## src/rtl/control_cmd_encoder_if.sv

```systemverilog
// Request and byte-stream signals between a command source/consumer and control_cmd_encoder.
// master = command source plus control-unit side, slave = the encoder.
interface control_cmd_encoder_if #(
  parameter int n_blocks             = 32,
  parameter int data_width           = 16,
  parameter int BLOCK_REG_ADDR_WIDTH = 4,
  parameter int BLOCK_INSTR_WIDTH    = 32
);
  localparam int BLOCK_W = (n_blocks > 1) ? $clog2(n_blocks) : 1;

  // Handshakes: a request transfers on the edge where cmd_valid & cmd_ready are both 1.
  // A byte transfers on the edge where next & out_ready are both 1; next is ignored otherwise.
  logic                            cmd_valid;
  logic                            cmd_ready;
  logic [7:0]                      cmd_opcode;
  logic [BLOCK_W-1:0]              cmd_block;
  logic [BLOCK_REG_ADDR_WIDTH-1:0] cmd_reg;
  logic [data_width-1:0]           cmd_data;
  logic [BLOCK_INSTR_WIDTH-1:0]    cmd_instr;
  logic [7:0]                      out_byte;
  logic                            out_ready;
  logic                            next;
  logic                            controller_ready;
  logic                            busy;
  logic                            done;
  logic                            invalid;

  modport master (
    output cmd_valid, cmd_opcode, cmd_block, cmd_reg, cmd_data, cmd_instr,
    output next, controller_ready,
    input  cmd_ready, out_byte, out_ready, busy, done, invalid
  );

  modport slave (
    input  cmd_valid, cmd_opcode, cmd_block, cmd_reg, cmd_data, cmd_instr,
    input  next, controller_ready,
    output cmd_ready, out_byte, out_ready, busy, done, invalid
  );
endinterface

```

## src/rtl/control_cmd_encoder.sv

```systemverilog
// Serializes one control request into cmd/block/reg/data/instr bytes for the control unit.
// Optional feature macro: CMD_ENC_WAIT_IDLE_EN (gate acceptance on controller_ready).
module control_cmd_encoder #(
  parameter int n_blocks             = 32,
  parameter int data_width           = 16,
  parameter int BLOCK_REG_ADDR_WIDTH = 4,
  parameter int BLOCK_INSTR_WIDTH    = 32
) (
  input  logic                  clk,
  input  logic                  reset,
  control_cmd_encoder_if.slave  bus,
  output logic [2:0]            state_dbg
);

  localparam int BLOCK_W     = (n_blocks > 1) ? $clog2(n_blocks) : 1;
  localparam int DATA_BYTES  = data_width / 8;
  localparam int INSTR_BYTES = BLOCK_INSTR_WIDTH / 8;
  localparam int PAY_W       = (data_width > BLOCK_INSTR_WIDTH) ? data_width : BLOCK_INSTR_WIDTH;

  // Command codes with the pipeline-select bit cleared.
  localparam logic [7:0] PIPE_SEL                  = 8'h08;
  localparam logic [7:0] COMMAND_WRITE_BLOCK_INSTR = 8'h01;
  localparam logic [7:0] COMMAND_WRITE_BLOCK_REG   = 8'h02;
  localparam logic [7:0] COMMAND_UPDATE_BLOCK_REG  = 8'h03;
  localparam logic [7:0] COMMAND_ALLOC_SRAM_DELAY  = 8'h04;
  localparam logic [7:0] COMMAND_SET_INPUT_GAIN    = 8'h05;
  localparam logic [7:0] COMMAND_SET_OUTPUT_GAIN   = 8'h06;
  localparam logic [7:0] COMMAND_SWAP_PIPELINES    = 8'h07;
  localparam logic [7:0] COMMAND_RESET_PIPELINE    = 8'h10;

  typedef enum logic [2:0] {
    S_IDLE   = 3'd0,
    S_CMD    = 3'd1,
    S_GAP    = 3'd2,
    S_BLOCK  = 3'd3,
    S_REG    = 3'd4,
    S_DATA   = 3'd5,
    S_INSTR  = 3'd6,
    S_FINISH = 3'd7
  } state_t;

  state_t                          state;
  state_t                          ret_state;
  logic [7:0]                      out_byte_q;
  logic                            out_ready_q;
  logic                            done_q;
  logic                            invalid_q;
  logic [BLOCK_W-1:0]              blk_q;
  logic [BLOCK_REG_ADDR_WIDTH-1:0] reg_q;
  logic [PAY_W-1:0]                pay_sr;
  logic [7:0]                      pay_cnt;
  logic [7:0]                      byte_cnt;
  logic                            has_block;
  logic                            has_reg;
  logic                            pay_instr;

  logic   cmd_ready_c;
  logic   dec_known;
  logic   dec_block;
  logic   dec_reg;
  logic   dec_data;
  logic   dec_instr;
  state_t pay_state;
  state_t follow_state;
  logic   [7:0] follow_byte;
  logic   follow_is_pay;

`ifdef CMD_ENC_WAIT_IDLE_EN
  assign cmd_ready_c = (state == S_IDLE) && bus.controller_ready;
`else
  // FINISH always sits between the last byte and IDLE, which gives the receiver
  // its settling time back to READY before the next command byte.
  assign cmd_ready_c = (state == S_IDLE);
  logic ctrl_ready_unused;
  assign ctrl_ready_unused = bus.controller_ready;
`endif

  always_comb begin
    dec_known = 1'b1;
    dec_block = 1'b0;
    dec_reg   = 1'b0;
    dec_data  = 1'b0;
    dec_instr = 1'b0;
    case (bus.cmd_opcode & ~PIPE_SEL)
      COMMAND_WRITE_BLOCK_INSTR: begin
        dec_block = 1'b1;
        dec_instr = 1'b1;
      end
      COMMAND_WRITE_BLOCK_REG, COMMAND_UPDATE_BLOCK_REG: begin
        dec_block = 1'b1;
        dec_reg   = 1'b1;
        dec_data  = 1'b1;
      end
      COMMAND_ALLOC_SRAM_DELAY, COMMAND_SET_INPUT_GAIN, COMMAND_SET_OUTPUT_GAIN: begin
        dec_data = 1'b1;
      end
      COMMAND_SWAP_PIPELINES, COMMAND_RESET_PIPELINE: begin
        dec_known = 1'b1;
      end
      default: dec_known = 1'b0;
    endcase
  end

  // Which byte follows the one currently presented, in frame order.
  assign pay_state = pay_instr ? S_INSTR : S_DATA;

  always_comb begin
    follow_state = S_FINISH;
    follow_byte  = pay_sr[PAY_W-1 -: 8];
    case (state)
      S_CMD: begin
        if (has_block) begin
          follow_state = S_BLOCK;
          follow_byte  = 8'(blk_q);
        end else if (pay_cnt != 8'd0) begin
          follow_state = pay_state;
        end
      end
      S_BLOCK: begin
        if (has_reg) begin
          follow_state = S_REG;
          follow_byte  = 8'(reg_q);
        end else if (pay_cnt != 8'd0) begin
          follow_state = pay_state;
        end
      end
      S_REG: begin
        if (pay_cnt != 8'd0) follow_state = pay_state;
      end
      S_DATA, S_INSTR: begin
        if (byte_cnt != pay_cnt - 8'd1) follow_state = state;
      end
      default: follow_state = S_FINISH;
    endcase
  end

  assign follow_is_pay = (follow_state == S_DATA) || (follow_state == S_INSTR);

  always_ff @(posedge clk or posedge reset) begin
    if (reset) begin
      state       <= S_IDLE;
      ret_state   <= S_IDLE;
      out_byte_q  <= 8'd0;
      out_ready_q <= 1'b0;
      done_q      <= 1'b0;
      invalid_q   <= 1'b0;
      blk_q       <= '0;
      reg_q       <= '0;
      pay_sr      <= '0;
      pay_cnt     <= 8'd0;
      byte_cnt    <= 8'd0;
      has_block   <= 1'b0;
      has_reg     <= 1'b0;
      pay_instr   <= 1'b0;
    end else begin
      done_q    <= 1'b0;
      invalid_q <= 1'b0;
      case (state)
        S_IDLE: begin
          if (bus.cmd_valid && cmd_ready_c) begin
            if (dec_known) begin
              state       <= S_CMD;
              out_byte_q  <= bus.cmd_opcode;
              out_ready_q <= 1'b1;
              blk_q       <= bus.cmd_block;
              reg_q       <= bus.cmd_reg;
              has_block   <= dec_block;
              has_reg     <= dec_reg;
              pay_instr   <= dec_instr;
              byte_cnt    <= 8'd0;
              // Payloads are left-aligned so the MSB byte always sits at the top.
              if (dec_instr) begin
                pay_sr  <= PAY_W'(bus.cmd_instr) << (PAY_W - BLOCK_INSTR_WIDTH);
                pay_cnt <= 8'(INSTR_BYTES);
              end else if (dec_data) begin
                pay_sr  <= PAY_W'(bus.cmd_data) << (PAY_W - data_width);
                pay_cnt <= 8'(DATA_BYTES);
              end else begin
                pay_sr  <= '0;
                pay_cnt <= 8'd0;
              end
            end else begin
              invalid_q <= 1'b1;
            end
          end
        end
        S_GAP: begin
          state       <= ret_state;
          out_ready_q <= 1'b1;
        end
        S_FINISH: begin
          state <= S_IDLE;
        end
        default: begin
          if (bus.next && out_ready_q) begin
            out_ready_q <= 1'b0;
            if (follow_state == S_FINISH) begin
              state  <= S_FINISH;
              done_q <= 1'b1;
            end else begin
              state      <= S_GAP;
              ret_state  <= follow_state;
              out_byte_q <= follow_byte;
              if (follow_is_pay) begin
                pay_sr   <= pay_sr << 8;
                byte_cnt <= (state == follow_state) ? byte_cnt + 8'd1 : 8'd0;
              end
            end
          end
        end
      endcase
    end
  end

  assign bus.cmd_ready = cmd_ready_c;
  assign bus.out_byte  = out_byte_q;
  assign bus.out_ready = out_ready_q;
  assign bus.busy      = (state != S_IDLE);
  assign bus.done      = done_q;
  assign bus.invalid   = invalid_q;
  assign state_dbg     = state;

endmodule

```

## src/flat_wrapper.sv

```systemverilog
// flat-port wrapper written by rule: the top's interface ports become plain ports
module control_cmd_encoder_flat 
#(
  parameter int n_blocks             = 32,
  parameter int data_width           = 16,
  parameter int BLOCK_REG_ADDR_WIDTH = 4,
  parameter int BLOCK_INSTR_WIDTH    = 32
)
  (clk, reset, state_dbg, bus_cmd_valid, bus_cmd_opcode, bus_cmd_block, bus_cmd_reg, bus_cmd_data, bus_cmd_instr, bus_next, bus_controller_ready, bus_cmd_ready, bus_out_byte, bus_out_ready, bus_busy, bus_done, bus_invalid);
  control_cmd_encoder_if #(.n_blocks(n_blocks), .data_width(data_width), .BLOCK_REG_ADDR_WIDTH(BLOCK_REG_ADDR_WIDTH), .BLOCK_INSTR_WIDTH(BLOCK_INSTR_WIDTH)) bus_i ();
  input  logic clk;
  input  logic reset;
  output logic [2:0] state_dbg;
  input wire logic [$bits(bus_i.cmd_valid)-1:0] bus_cmd_valid;
  input wire logic [$bits(bus_i.cmd_opcode)-1:0] bus_cmd_opcode;
  input wire logic [$bits(bus_i.cmd_block)-1:0] bus_cmd_block;
  input wire logic [$bits(bus_i.cmd_reg)-1:0] bus_cmd_reg;
  input wire logic [$bits(bus_i.cmd_data)-1:0] bus_cmd_data;
  input wire logic [$bits(bus_i.cmd_instr)-1:0] bus_cmd_instr;
  input wire logic [$bits(bus_i.next)-1:0] bus_next;
  input wire logic [$bits(bus_i.controller_ready)-1:0] bus_controller_ready;
  output wire logic [$bits(bus_i.cmd_ready)-1:0] bus_cmd_ready;
  output wire logic [$bits(bus_i.out_byte)-1:0] bus_out_byte;
  output wire logic [$bits(bus_i.out_ready)-1:0] bus_out_ready;
  output wire logic [$bits(bus_i.busy)-1:0] bus_busy;
  output wire logic [$bits(bus_i.done)-1:0] bus_done;
  output wire logic [$bits(bus_i.invalid)-1:0] bus_invalid;
  assign bus_i.cmd_valid = bus_cmd_valid;
  assign bus_i.cmd_opcode = bus_cmd_opcode;
  assign bus_i.cmd_block = bus_cmd_block;
  assign bus_i.cmd_reg = bus_cmd_reg;
  assign bus_i.cmd_data = bus_cmd_data;
  assign bus_i.cmd_instr = bus_cmd_instr;
  assign bus_i.next = bus_next;
  assign bus_i.controller_ready = bus_controller_ready;
  assign bus_cmd_ready = bus_i.cmd_ready;
  assign bus_out_byte = bus_i.out_byte;
  assign bus_out_ready = bus_i.out_ready;
  assign bus_busy = bus_i.busy;
  assign bus_done = bus_i.done;
  assign bus_invalid = bus_i.invalid;
  control_cmd_encoder #(.n_blocks(n_blocks), .data_width(data_width), .BLOCK_REG_ADDR_WIDTH(BLOCK_REG_ADDR_WIDTH), .BLOCK_INSTR_WIDTH(BLOCK_INSTR_WIDTH)) u_core (.clk(clk), .reset(reset), .bus(bus_i), .state_dbg(state_dbg));
endmodule
```

## config.mk

```make
export PLATFORM = sky130hd
export DESIGN_NAME = control_cmd_encoder_flat
export DESIGN_NICKNAME = d
export VERILOG_FILES = /design/src/rtl/control_cmd_encoder_if.sv /design/src/rtl/control_cmd_encoder.sv /design/src/flat_wrapper.sv
export SDC_FILE = /design/constraint.sdc
export NUM_CORES = 1
export LEC_CHECK = 0
export ABC_AREA = 1
export CAP_MARGIN = 20
export CELL_PAD_IN_SITES_DETAIL_PLACEMENT = 0
export CELL_PAD_IN_SITES_GLOBAL_PLACEMENT = 1
export CORE_ASPECT_RATIO = 1.5
export CORE_MARGIN = 8
export CORE_UTILIZATION = 37
export DETAILED_ROUTE_END_ITERATION = 8
export GPL_ROUTABILITY_DRIVEN = 0
export PLACE_DENSITY = 0.79
export REMOVE_ABC_BUFFERS = 1
export SLEW_MARGIN = 20
export SYNTH_ARGS = -nofsm -noshare
export SYNTH_HDL_FRONTEND = slang
export SYNTH_SLANG_ARGS = --single-unit
```

## constraint.sdc

```tcl
create_clock -name clk -period 2.65 [get_ports clk]
set_clock_uncertainty 0.05 [all_clocks]
set_input_delay 0.53 -clock clk [delete_from_list [all_inputs] [get_ports clk]]
set_output_delay 0.53 -clock clk [all_outputs]
set_load 0.05 [all_outputs]
```

==> results of run 1 <==
==> area by class of cell <==
type / instances / area [µm²]
Clock buffer: 10 / 229
Clock inverter: 6 / 93.8
Fill cell: 1020 / 5170
Inverter: 37 / 139
Multi-Input combinational cell: 368 / 1950
Sequential cell: 70 / 1750
Tap cell: 144 / 180
Timing Repair Buffer: 99 / 1010
==> worst register-to-register path, stage by stage, from the launching register on <==
cell,delay [ns]
dfrtp_1,0.41
inv_1,0.08
ha_1,0.29
inv_1,0.04
nand2_1,0.05
nand2_1,0.04
nor2_1,0.10
nand3_1,0.10
nand2_1,0.10
nand2_1,0.07
nand2_2,0.12
nand3_1,0.09
nand3_1,0.12
nand3_4,0.11
buf_12,0.20
nand2_1,0.12
o21ai_2,0.05
==> cells by family (layout without fill, tap and decap cells) <==
| kind of cell | after synthesis | after routing | share of synthesized area [%] |
|---|---|---|---|
| XOR/XNOR | 7 | 7 | 1.73 |
| buffers and inverters | 56 | 152 | 6.89 |
| AO/OA/AOI/OAI | 95 | 95 | 17.5 |
| adder cells (fa/ha/maj) | 3 | 3 | 0.943 |
| flip-flops | 70 | 70 | 44.0 |
| multiplexers | 1 | 1 | 0.283 |
| AND/OR/NAND/NOR | 262 | 262 | 28.7 |
==> per-stage QoR <==
step	TNS (ns)	area, µm²	hold WS [ns]	util, %
after CTS	0	5360	0.426	50.9
after global routing	0	5360	0.446	50.9
after detailed placement	0	5030	0.411	47.8
after floorplan	-108.70	3840	0.387	-
final	0	5360	0.424	50.9
after global placement	0	5030	0.405	47.8
==> metal layers <==
layer  wire length [µm]  vias to the layer above  track usage [%]
met5                  0                        -                0
met4                108                        0             5.44
met3                587                        8             4.82
met2               5460                       82             27.1
met1               4350                     1615             17.9
li1                   -                     1803                -
==> power by group <==
group          total (W)  internal [W]  leakage [nW]  switching [W]
Clock            0.00130      0.000832         0.154       0.000466
Sequential       0.00152       0.00134         0.936       0.000179
Combinational    0.00299       0.00100          1.40        0.00199
Total            0.00581       0.00317          2.49        0.00264
==> cell usage in the layout (no fill, tap or decap), types with 2 or more instances in the layout <==
| master | synthesis | layout |
|---|---|---|
| nor3_1 | 2 | 2 |
| a22o_1 | 3 | 3 |
| inv_6 | 0 | 2 |
| bufinv_16 | 0 | 2 |
| a221oi_1 | 9 | 9 |
| dfrtp_1 | 70 | 70 |
| clkbuf_16 | 0 | 9 |
| o21ai_2 | 37 | 37 |
| buf_12 | 0 | 5 |
| nand2_2 | 9 | 9 |
| o21ai_0 | 20 | 20 |
| a21oi_1 | 6 | 6 |
| clkdlybuf4s50_1 | 0 | 82 |
| xor2_1 | 6 | 6 |
| o22ai_1 | 4 | 4 |
| ha_1 | 3 | 3 |
| nand3_2 | 2 | 2 |
| nand3_1 | 37 | 37 |
| o21ai_1 | 5 | 5 |
| a22oi_1 | 8 | 8 |
| nor2_2 | 2 | 2 |
| inv_2 | 6 | 7 |
| buf_4 | 0 | 12 |
| nand2_4 | 2 | 2 |
| a21oi_2 | 2 | 2 |
| inv_1 | 30 | 29 |
| nor2_1 | 29 | 29 |
| nand2_1 | 172 | 172 |
==> worst paths after layout <==
kind                                                      start                               to  slack (ns)  depth (start not counted)
min in group asynchronous                                 reset     u_core.pay_sr[1]$_DFFE_PP0P_        0.54                          3
worst max register to register    u_core.pay_cnt[1]$_DFFE_PP0P_    u_core.pay_sr[19]$_DFFE_PP0P_        0.41                         16
worst max-delay path            u_core.state_dbg[1]$_DFFE_PP0P_                         bus_busy        0.30                          6
worst min register to register  u_core.ret_state[0]$_DFFE_PP0P_  u_core.ret_state[0]$_DFFE_PP0P_        0.42                          2
worst min-delay path            u_core.ret_state[0]$_DFFE_PP0P_  u_core.ret_state[0]$_DFFE_PP0P_        0.42                          2
max in group asynchronous                                 reset  u_core.ret_state[1]$_DFFE_PP0P_        1.69                          3
==> impl_metrics.ini, run 1 <==
[sta]
worstMarginPinSlew_ns = 0.520
hold_viol_final = 0
finalSetupViolCount = 0
relSlewSlack_pct = 65.2
finalCritPeriodShare_pct = 88.8
grt_setup_unrepaired = false
drv_slew = 0
worst_slack_ns = 0.296
fin_crit_ns = 2.35
fmax_mhz = 425

[power]
leakage_nw = 2.49
power_w = 0.00581
max-vdd-ir-drop_mv = 0.511
p_per_area_nw_per_um2 = 1080

[route]
dr.pass1.iters = 4
wl_um = 10500
routed_via_density = 4.78
via_count = 3508
remaining_drc_errors = 0
first_iter_violations = 164
drtAntennaViolNets = 0
post_drt_wl_per_cell_um = 14.3

[grt]
grt.overflow.total = 0
grt_pass1_wl_um = 17700
grt_pass1_vias = 3568
grt_use_total_pct = 15.8
grt_max_degree = 71
antenna_found_initial = 0

[placement]
hpwl_um = 8010
dp.cells = 718
port_buffers = 84
dp_slack_ns = 0.0273

[clock_tree]
clock_path_buffers = 2
path_clk_slew_ns = 0.06
cts_resized = 0
cts_buffers = 9
ctsHoldBuffers = 0
clk_latency_ns = 0.33
tritoncts = done
root_buffer = clkbuf_16
postCtsSetupBuffers = 0
htreeDepth = 3
cts.sink_count = 70

[layout]
drive_gt1_share_pct = 16.8
area_delta_synth_final_pct = 34.7
largest-register = u_core.pay_sr
fin_nets = 658
largest_reg_flops = 32
final_cells = 734
antenna_cells = 0

[logic_synthesis]
synth_top_area_share_pct = 44.0
synth_ff_type = dfrtp_1
yosys-top-cells-count = 172 x nand2_1, 70 x dfrtp_1, 37 x nand3_1, 37 x o21ai_2, 30 x inv_1
syn_inst = 494
synth_area_per_cell_um2 = 8.05
synth-edff-count = 0
synth_cell_types = 36
yosys-top-cells-area = dfrtp_1 44%, nand2_1 16%, o21ai_2 8.1%, nand3_1 4.7%, inv_1 2.8%
ys_warn_count = 0
synth-seq-cells = 70
synth_area_um2 = 3980
synth-async-reset-ratio_pct = 100
yosysSeqAreaShare_pct = 44.0
yosysMostFrequentCell = nand2_1
synth_area_leader_cell = dfrtp_1

[worst_setup_path]
crit_arrival_ns = 1.77
worstPathMaxFanout = 22
crit_chain = inv_2 > nand2_2 > nor2_2 > clkinv_1 > buf_4 > buf_4
slowest_stage = dfrtp_1
worstSetupEndpointType = primary output
critPathTopFamily = buffers and inverters
cp-start-kind = flip-flop
crit_type = reg2out
critPathMaxStageDelay_ns = 0.46
cp.required_ns = 2.07
worst-path-buf-inv = 4
crit_top_cell = buf_4

[run]
cap_violations = 0

[die]
die-area_um2 = 14400
start_util_pct = 37.8
io_pins = 86
rows = 46
coreArea_um2 = 10500
die_width_um = 101
die_h_um = 143

[worst_hold_path]
timing.hold.worst.class = reg2reg

[run_status]
status = finished, final reports clean
Power figures use the tool's default switching activity.
==> inputs of run 2 (changes only) <==
Settings changed: ABC_AREA 1 to not set, CORE_UTILIZATION 37 to 38, PLACE_DENSITY 0.79 to 0.8.
==> impl_metrics.ini, run 2 <==
[worst_setup_path]
crit_type = reg2out
reg2reg_to = u_core.byte_cnt[6]$_DFFE_PP0P_
crit_chain = buf_4 > clkdlybuf4s50_1
critPathTopFamily = buffers and inverters
worst-path-buf-inv = 2
slowest_stage = clkdlybuf4s50_1
setup.worst_path.start = u_core.state_dbg[1]$_DFFE_PP0P_
timing.rr.start = u_core.state_dbg[2]$_DFFE_PP0P_
reg2reg_slack_ns = 0.22
critPathMaxStageDelay_ns = 0.82
worstSetupEndpointType = primary output
crit_end = state_dbg[1]
cp.required_ns = 2.07
path_depth = 2
cp-start-kind = flip-flop
worstPathMaxFanout = 11
crit_arrival_ns = 2.01
rr_worst_depth = 7

[logic_synthesis]
yosys-top-cells-area = dfrtp_1 48%, o21ai_0 5.9%, nand2_1 5.6%, a221o_1 4.4%, mux2_2 3.7%
yosysMostFrequentCell = dfrtp_1
yosys-top-cells-count = 70 x dfrtp_1, 54 x nand2_1, 43 x o21ai_0, 23 x o21ai_1
synth-seq-cells = 70
synth_top_area_share_pct = 48.1
synth-edff-count = 0
ys_warn_count = 0
synth_ff_type = dfrtp_1
synth_area_per_cell_um2 = 9.32
synth-async-reset-ratio_pct = 100
yosysSeqAreaShare_pct = 48.1
synth_cell_types = 52
synth_area_leader_cell = dfrtp_1
syn_inst = 391
synth_area_um2 = 3640

[layout]
fillers = 917
mostFrequentLayoutCells = 82 x clkdlybuf4s50_1, 70 x dfrtp_1, 54 x nand2_1
drive_gt1_share_pct = 14.5
largest_reg_flops = 32
area_delta_synth_final_pct = 39.9
antenna_cells = 0
largest-register = u_core.pay_sr
final_common_cell = clkdlybuf4s50_1
fin_nets = 559

[run_status]
status = finished, final reports clean

[sta]
fmax_mhz = 386
whs_ns = 0.422
hold_viol_final = 0
finalSetupViolCount = 0
grt_setup_unrepaired = false
final.setup.tns_ns = 0
relSlewSlack_pct = 49.6
fin_crit_ns = 2.59
finalCritPeriodShare_pct = 97.7
drv_slew = 0
worstMarginPinSlew_ns = 0.754

[clock_tree]
clk_latency_ns = 0.34
clock_path_buffers = 2
cts_resized = 0
htreeDepth = 3
cts.sink_count = 70
root_buffer = clkbuf_16
path_clk_slew_ns = 0.06
postCtsSetupBuffers = 0
ctsHoldBuffers = 0
cts_buffers = 9
tritoncts = done

[route]
remaining_drc_errors = 0
via_count = 3201
post_drt_wl_per_cell_um = 15.8
routed_via_density = 5.28
drtAntennaViolNets = 0
wl_um = 9550
first_iter_violations = 152
dr.pass1.iters = 4

[die]
io_pins = 86
coreArea_um2 = 9520
rows = 44
die_width_um = 95.9
die_h_um = 136
die-area_um2 = 13000
start_util_pct = 38.2

[placement]
hpwl_um = 6960
port_buffers = 84

[grt]
antenna_found_initial = 0
grt_use_total_pct = 15.6
grt_pass1_vias = 3339
grt_pass1_wl_um = 16000
grt.overflow.total = 0
grt_max_degree = 71

[power]
p_per_area_nw_per_um2 = 834
leakage_nw = 2.24
max-vdd-ir-drop_mv = 0.557

[worst_hold_path]
timing.hold.worst.class = reg2reg

[run]
cap_violations = 0
-- run 2: cell types whose count changed after synthesis, moves of 11 or more --
cell,previous run,this run
nand2_1,172,54
inv_1,30,14
o21ai_0,20,43
a221o_1,0,16
o21ai_2,37,1
nor2_1,29,16
and3_1,1,13
o21ai_1,5,23
mux2_2,1,12
nand3_1,37,16
-- run 2: layout make-up --
cell class | instances | area (µm²) | share of cell area (%)
clock buffers | 10 | 239 | 4.69
clock inverters | 6 | 68.8 | 1.35
repair buffers | 111 | 1110 | 21.9
flip-flops and latches | 70 | 1750 | 34.4
well taps | 115 | 144 | 2.82
inverters | 14 | 52.6 | 1.03
multi-input cells | 280 | 1730 | 33.9
-- run 2: worst reg2reg max path, stage by stage, from the launching register on --
cell	delay, ns
dfrtp_1	0.54
nand2b_1	0.19
o22ai_1	0.08
a221o_2	0.37
xnor2_1	0.13
o31a_2	0.44
or4_1	0.48
nand2_1	0.07
-- run 2: how the worst min path moves through the flow --
stage,start,end,slack (ns),cells after the start
6_report,u_core.pay_sr[19]$_DFFE_PP0P_,u_core.pay_sr[19]$_DFFE_PP0P_,0.42,2
5_1_grt,u_core.pay_sr[16]$_DFFE_PP0P_,u_core.pay_sr[16]$_DFFE_PP0P_,0.46,2
4_1_cts,u_core.pay_sr[16]$_DFFE_PP0P_,u_core.pay_sr[16]$_DFFE_PP0P_,0.43,2
3_5_place_dp,u_core.pay_sr[16]$_DFFE_PP0P_,u_core.pay_sr[16]$_DFFE_PP0P_,0.41,2
3_3_place_gp,u_core.pay_sr[16]$_DFFE_PP0P_,u_core.pay_sr[16]$_DFFE_PP0P_,0.41,2
2_1_floorplan,u_core.ret_state[2]$_DFFE_PP0P_,u_core.ret_state[2]$_DFFE_PP0P_,0.39,2
-- run 2: logic make-up after synthesis --
| group | synth area share, % |
|---|---|
| fa+ha+maj | 1.03 |
| mux | 3.71 |
| xor+xnor | 1.20 |
| compound gates | 24.0 |
| flops | 48.1 |
| buf+inv | 4.91 |
| simple gates | 17.0 |
-- run 2: per-stage QoR --
step                instances  setup WS [ns]  util, %  instance area (µm²)  total power [W]
global placement          590        -0.0937     50.2                 4780          0.00301
finish                    606         0.0609     53.5                 5090          0.00425
floorplan                 364          -2.35        -                 3520          0.00242
CTS                       606         0.0712     53.4                 5090          0.00429
detailed placement        590         -0.123     50.2                 4780          0.00304
global route              606         0.0198     53.5                 5090          0.00451
-- run 2: per-layer routing --
| layer | up-vias | global-route usage (%) | part of all wire (%) |
|---|---|---|---|
| met1 | 1500 | 18.4 | 44 |
| met3 | 13 | 3.32 | 3.8 |
| met5 | - | 0 | 0 |
| met4 | 0 | 6.70 | 1.8 |
| met2 | 73 | 26.2 | 50 |
| li1 | 1615 | - | - |
-- run 2: power by group --
group / leakage (nW) / switching, W / total (W) / internal (W)
Combinational: 1.15 / 0.000873 / 0.00152 / 0.000646
Sequential: 0.939 / 0.000168 / 0.00150 / 0.00133
Clock: 0.149 / 0.000469 / 0.00123 / 0.000760
Total: 2.24 / 0.00151 / 0.00425 / 0.00274
